`src/rtl/serial_adder.sv`:
```
// Bit-serial adder: one full-adder cell consumes one operand bit per cycle, LSB first.
// Result appears WIDTH RUN cycles after start is accepted; done pulses for one cycle.
module serial_adder #(
  parameter int WIDTH = 8
) (
  input  logic             clk,
  input  logic             rst,
  input  logic             start,
  input  logic [WIDTH-1:0] a,
  input  logic [WIDTH-1:0] b,
  output logic             busy,
  output logic             done,
  output logic [WIDTH-1:0] sum,
  output logic             carry
);

  localparam int CW = $clog2(WIDTH + 1);

  typedef enum logic [1:0] {
    IDLE = 2'd0,
    RUN  = 2'd1,
    DONE = 2'd2
  } state_t;

  state_t           state, state_nx;
  logic [WIDTH-1:0] a_sh, b_sh, psum;
  logic             c;
  logic [CW-1:0]    cnt;
  logic             s_bit, c_nx, last;

  // single full-adder cell
  assign s_bit = a_sh[0] ^ b_sh[0] ^ c;
  assign c_nx  = (a_sh[0] & b_sh[0]) | (a_sh[0] & c) | (b_sh[0] & c);
  assign last  = (cnt == CW'(WIDTH - 1));

  always_ff @(posedge clk or posedge rst) begin
    if (rst) state <= IDLE;
    else     state <= state_nx;
  end

  always_comb begin
    state_nx = state;
    busy     = 1'b0;
    done     = 1'b0;
    case (state)
      IDLE: if (start) state_nx = RUN;
      RUN: begin
        busy = 1'b1;
        if (last) state_nx = DONE;
      end
      DONE: begin
        busy     = 1'b1;
        done     = 1'b1;
        state_nx = IDLE;
      end
      default: state_nx = IDLE;
    endcase
  end

  always_ff @(posedge clk or posedge rst) begin
    if (rst) begin
      a_sh  <= '0;
      b_sh  <= '0;
      psum  <= '0;
      c     <= 1'b0;
      cnt   <= '0;
      sum   <= '0;
      carry <= 1'b0;
    end else begin
      case (state)
        IDLE: if (start) begin
          a_sh <= a;
          b_sh <= b;
          psum <= '0;
          c    <= 1'b0;
          cnt  <= '0;
        end
        RUN: begin
          a_sh <= {1'b0, a_sh[WIDTH-1:1]};
          b_sh <= {1'b0, b_sh[WIDTH-1:1]};
          psum <= {s_bit, psum[WIDTH-1:1]};
          c    <= c_nx;
          cnt  <= cnt + CW'(1);
          // final bit goes straight into the result so it is ready with done
          if (last) begin
            sum   <= {s_bit, psum[WIDTH-1:1]};
            carry <= c_nx;
          end
        end
        default: ;
      endcase
    end
  end

endmodule
```
`config.mk`:
```
export PLATFORM = sky130hd
export DESIGN_NAME = serial_adder
export DESIGN_NICKNAME = d
export VERILOG_FILES = /design/src/rtl/serial_adder.sv
export SDC_FILE = /design/constraint.sdc
export NUM_CORES = 1
export LEC_CHECK = 0
export ABC_CLOCK_PERIOD_IN_PS = 1410
export CAP_MARGIN = 40
export CORE_MARGIN = 2
export CORE_UTILIZATION = 47
export CTS_CLUSTER_DIAMETER = 200
export DETAILED_ROUTE_END_ITERATION = 8
export PLACE_DENSITY = 0.86
export SETUP_SLACK_MARGIN = 0.3
export SYNTH_ARGS = -nofsm -noshare
export SYNTH_HDL_FRONTEND = slang
export SYNTH_SLANG_ARGS = --single-unit
```
`constraint.sdc`:
```
create_clock -name clk -period 1.41 [get_ports clk]
set_input_delay 0.423 -clock clk [delete_from_list [all_inputs] [get_ports clk]]
set_output_delay 0.423 -clock clk [all_outputs]
set_load 0.1 [all_outputs]
```
# [Word-level counts from Yosys, hierarchy flattened]
# Cells that the tools add are included.
# Widths: inputs -> output; s select.
[op_classes] add_sub_neg=1 n_eq_ne=5 n_bitwise=7 reduce_logical=6 n_mux=15
[op_table] operator="$pmux 8 s2" n=3
[op_table] operator="$mux 8" n=3
[op_table] operator="$pmux 4 s2" n=1
[op_table] operator="$reduce_and 2->1" n=3
[op_table] operator="$add 4x1->4 const B" n=1
[op_table] operator="$eq 4x3->1 const B" n=1
[op_table] operator="$mux 2" n=2
[op_table] operator="$mux 4" n=1
[op_table] operator="$ne 2x2->1 const B" n=2
[op_table] operator="$pmux 2 s2" n=1
[op_table] operator="$and 1x1->1" n=3
[op_table] operator="$mux 1" n=3
[op_table] operator="$eq 2x1->1 const B" n=1
[op_table] operator="$eq 2x2->1 const B" n=1
[op_table] operator="$logic_not 2->1" n=1
[op_table] operator="$or 1x1->1" n=2
[op_table] operator="$pmux 1 s2" n=1
[op_table] operator="$reduce_bool 2->1" n=1
[op_table] operator="$reduce_or 2->1" n=1
[op_table] operator="$xor 1x1->1" n=2
[word_totals] reg_bits=40 in_bits=19

# [Longest topological paths before layout]
[logic_depth] word_depth=4 depth_mapped=7 depth_no_buf=5

# [Worst setup path after synthesis]
# No wires, ideal clock.
[synth_path] path_type="register to output" start="reg state[0]" end="out busy" path_buffers=0 arrival_time_ps=1252 path_stages_with_launch=3 slack_ps=-265 required_time_ps=987 cell_sequence="dfrtp_1 > inv_1 > ha_1"
[synth_via] elab_chain_len=3 elab_cells_between_ends=4 cone_classes="eq/ne: 2; mux: 1; reduce/logical: 1"
[synth_lines] element="from (decl)" line="25" source="state_t state, state_nx;"
[synth_lines] element="from (signal assigned)" line="38" source="else state <= state_nx;"
[synth_lines] element="$eq 2x1->1 / $eq 2x2->1 (equally long branches)" line="45" source="case (state)"
[synth_lines] element="$reduce_or 2->1 (no source line) *"
[synth_lines] element="$mux 1 *" line="45"
[synth_lines] element="to (decl)" line="11" source="output logic busy,"
# Mark *: on every way between the ends. The rest lies on a longest branch, timed or not.

# [Worst setup path after layout]
# Ends and elaborated chain as after synthesis.

==> run_results.csv <==
group,metric,value,unit
cts,cts-buffers-inserted,5,
final_layout,nets,233,
hold_path,hold_start,"a_sh[4]$_DFFE_PP0P_",
hold_path,holdPathStages,2,
worst_setup_path,critical_path.max_fanout,2,
die,dieArea,4190,µm²
grt,globalRouteTotalUtil,0.267,
sta,fin_setup_tns,-6.65,ns
power,irDropWorstVdd,1490,µV
die,dieHeight,64.7,µm
final_layout,ff_latch_area,976,µm²
logic_synthesis,ys_ff_latch,39,
worst_setup_path,worstPathArrival,1.23,ns
logic_synthesis,syn_area_per_cell,12.2,µm²
routing,dr_total_vias,1452,
logic_synthesis,ys_top_cells_by_area,"dfrtp_1 56%, mux2i_1 8.1%, mux2_2 6.5%, a22o_1 4.5%, nand2_1 3.9%",
sta,timing.fmax,605,MHz
cts,htreeDepth,2,
die,fp.dieW,64.7,µm
routing,wirelength,5280,µm
grt,grt_pass1_vias,1612,
worst_setup_path,start_kind,"flop",
final_layout,fill_cells,175,
logic_synthesis,syn-cell-area,1730,µm²
worst_setup_path,r2r_cells,8,
worst_setup_path,ff2ff_setup_slack,-0.19,ns
cts,clockRootBuffer,"clkbuf_8",
grt,overflow,0,
place,dpl_cell_area,2300,µm²
sta,setup_viol,41,
hold_path,holdCritPathClass,"reg2reg",
sta,finalWorstSetupSlack,-0.243,ns
final_layout,final_core_util,0.818,
grt,grt_max_degree,40,
status,status,"complete, but fails checks",
final_layout,num_antenna_cells,0,
final_layout,drive_gt1_frac,0.478,
worst_setup_path,max_stage_delay,0.40,ns
logic_synthesis,yosys_warnings,0,
worst_setup_path,worstReg2RegEnd,"psum[5]$_DFFE_PP0P_",
cts,path_clk_slew,0.08,ns
hold_path,hold_path_end,"a_sh[4]$_DFFE_PP0P_",
die,row_count,22,
sta,finalHoldViolCount,0,
grt,grt_antenna_before_repair,0,
sta,fin_crit,1.65,ns
place,port_buffers,29,
worst_setup_path,crit_chain,"inv_2 -> ha_4 -> buf_12",
place,place.gp.congestion,0.741,
cts,cts_tree,"yes",
routing,route.detailed.drc,0,
final_layout,multi_input_area,878,µm²
cts,cts.sinks,39,
routing,drt_iter0_drc,72,
grt,grt_pass1_wl,8120,µm
sta,grt_setup_unrepaired,"true",
routing,drt_first_pass_iters,4,
die,core_area,3610,µm²
worst_setup_path,worst_ep_required_time,0.99,ns
sta,tightest_slew,0.311,ns
flow_run,drv_cap,0,
status,violations,"setup timing",
worst_setup_path,critical_path_class,"reg2out",
logic_synthesis,yosysTopAreaCell,"dfrtp_1",
worst_setup_path,critPathSlowestCell,"dfrtp_1",
logic_synthesis,ys_types,26,
logic_synthesis,synth_nets,166,
logic_synthesis,synth-seq-area-share,0.563,
cts,insertion_delay,0.29,ns
place,dp_hpwl,2380,µm
cts,holdBufCountCts,0,
sta,max_slew_margin,0.793,
worst_setup_path,cp-end-kind,"output pin",
final_layout,area_delta_synth_final,70.1,%
die,num_io_pins,30,
sta,period_share,1.17,
routing,antenna_left,0,
sta,clock-skew-final,0.0101,ns
sta,slew_violations,0,
power,power_density,2390,nW/µm²
routing,wire_per_inst,20.5,µm
logic_synthesis,netlist_instances,142,
worst_setup_path,r2r_start,"state[1]$_DFFE_PP0P_",
cts,cts_buffer_depth,2,
power,p_leak,1.33,nW
routing,viasPerCell,5.65,
die,start_util,0.481,
logic_synthesis,synth_top_area_share,0.563,
final_layout,fin_area,2950,µm²
[worst max-delay path, delay by kind of cell, from the launching register on]
family                   cells  cell delay (ns)
adder cells (fa/ha/maj)      1             0.29
buffers and inverters        2             0.25
flip-flops                   1             0.40
[layout by cell type, fill, tap and decap left out, types with 2 or more instances in the layout]
| cell | instances |
|---|---|
| inv_2 | 2 |
| mux2i_4 | 2 |
| a21oi_2 | 2 |
| buf_8 | 2 |
| buf_12 | 17 |
| buf_6 | 15 |
| nand4_4 | 2 |
| mux2i_1 | 10 |
| buf_16 | 4 |
| buf_4 | 10 |
| o21ai_2 | 7 |
| ha_4 | 3 |
| nand3_1 | 2 |
| o21ai_1 | 7 |
| nand3b_1 | 2 |
| clkdlybuf4s50_1 | 17 |
| dfrtp_1 | 39 |
| clkbuf_8 | 6 |
| o21ai_0 | 2 |
| nand2_1 | 13 |
| mux2_2 | 9 |
| a22o_1 | 9 |
| nand2_2 | 4 |
| nand2b_4 | 2 |
| mux2i_2 | 3 |
[how the worst max path moves through the flow]
stage	startpoint	endpoint	slack (ns)	cells after the start
global placement	start	cnt[0]$_DFFE_PP0P_	-0.35	4
floorplan	state[1]$_DFFE_PP0P_	cnt[0]$_DFFE_PP0P_	0.04	6
finish	state[0]$_DFFE_PP0P_	busy	-0.24	3
global route	state[0]$_DFFE_PP0P_	done	-0.26	4
detailed placement	start	cnt[0]$_DFFE_PP0P_	-0.39	4
CTS	state[0]$_DFFE_PP0P_	done	-0.19	4
[cell type report]
cell class,count,area share
sequential,39,0.331
timing repair buffer,67,0.315
multi-input combinational,92,0.298
clock buffer,6,0.0280
tap,48,0.0204
inverter,4,0.00636
clock inverter,1,0.00170
[synth_stat cells]
| cell type | instances |
|---|---|
| o22ai_1 | 1 |
| nand4b_1 | 1 |
| buf_4 | 2 |
| o21ai_1 | 3 |
| nand2_1 | 18 |
| a22o_1 | 9 |
| fa_1 | 1 |
| o32ai_1 | 1 |
| nor2b_1 | 1 |
| a311oi_1 | 1 |
| mux2_2 | 10 |
| buf_2 | 5 |
| buf_6 | 1 |
| nand2b_1 | 3 |
| nand3b_1 | 2 |
| nand3_1 | 2 |
| inv_1 | 4 |
| nor2_1 | 1 |
| a21oi_1 | 3 |
| dfrtp_1 | 39 |
| o21ai_0 | 13 |
| mux2i_1 | 14 |
| nand4_2 | 1 |
| mux2i_4 | 1 |
| ha_1 | 4 |
| and2_1 | 1 |
[logic make-up (layout without fill, tap and decap cells)]
logic type | count (synthesis) | after routing | synth area share
adders and majority gates | 5 | 5 | 0.0404
buffers and inverters | 12 | 78 | 0.0382
muxes | 25 | 25 | 0.159
AOI/OAI and AO/OA | 31 | 31 | 0.114
and+or+nand+nor | 30 | 31 | 0.0859
DFF | 39 | 39 | 0.563
[per-stage QoR]
| step | instances | power [mW] | setup WS, ns | hold WS (ns) |
|---|---|---|---|---|
| 3_5_place_dp | 221 | 4.41 | -0.393 | 0.470 |
| 3_3_place_gp | 221 | 4.26 | -0.351 | 0.462 |
| 5_1_grt | 257 | 7.34 | -0.262 | 0.526 |
| 6_report | 257 | 7.06 | -0.243 | 0.490 |
| 4_1_cts | 253 | 6.51 | -0.188 | 0.487 |
| 2_1_floorplan | 142 | 3.62 | 0.0398 | 0.395 |
[state kept, by name, indices dropped and copies added, names as in the netlist]
| register | flops |
|---|---|
| cnt | 4 |
| a_sh | 8 |
| state | 2 |
| carry | 1 |
| c | 1 |
| sum | 8 |
| psum | 7 |
| b_sh | 8 |
[per-layer routing]
layer  part of all wire  up-vias  global-route usage
met3              0.030       19              0.0451
met5                  0        -                   0
met2               0.55       47               0.481
met4              0.034        0               0.136
li1                   -      636                   -
met1               0.39      750               0.301
[where the power goes]
part           internal (mW)  switching [mW]  leakage (nW)
clock                  0.384           0.374        0.0470
sequential              1.53           0.397         0.512
combinational           2.33            2.05         0.768
[what timing repair did]
action                     CTS  global route
buffers inserted            20             3
gates cloned                 5             1
setup endpoints to repair   50            50
gates resized for setup     54            15
pin swaps                   23             4
(Power assumes the default switching activity.)
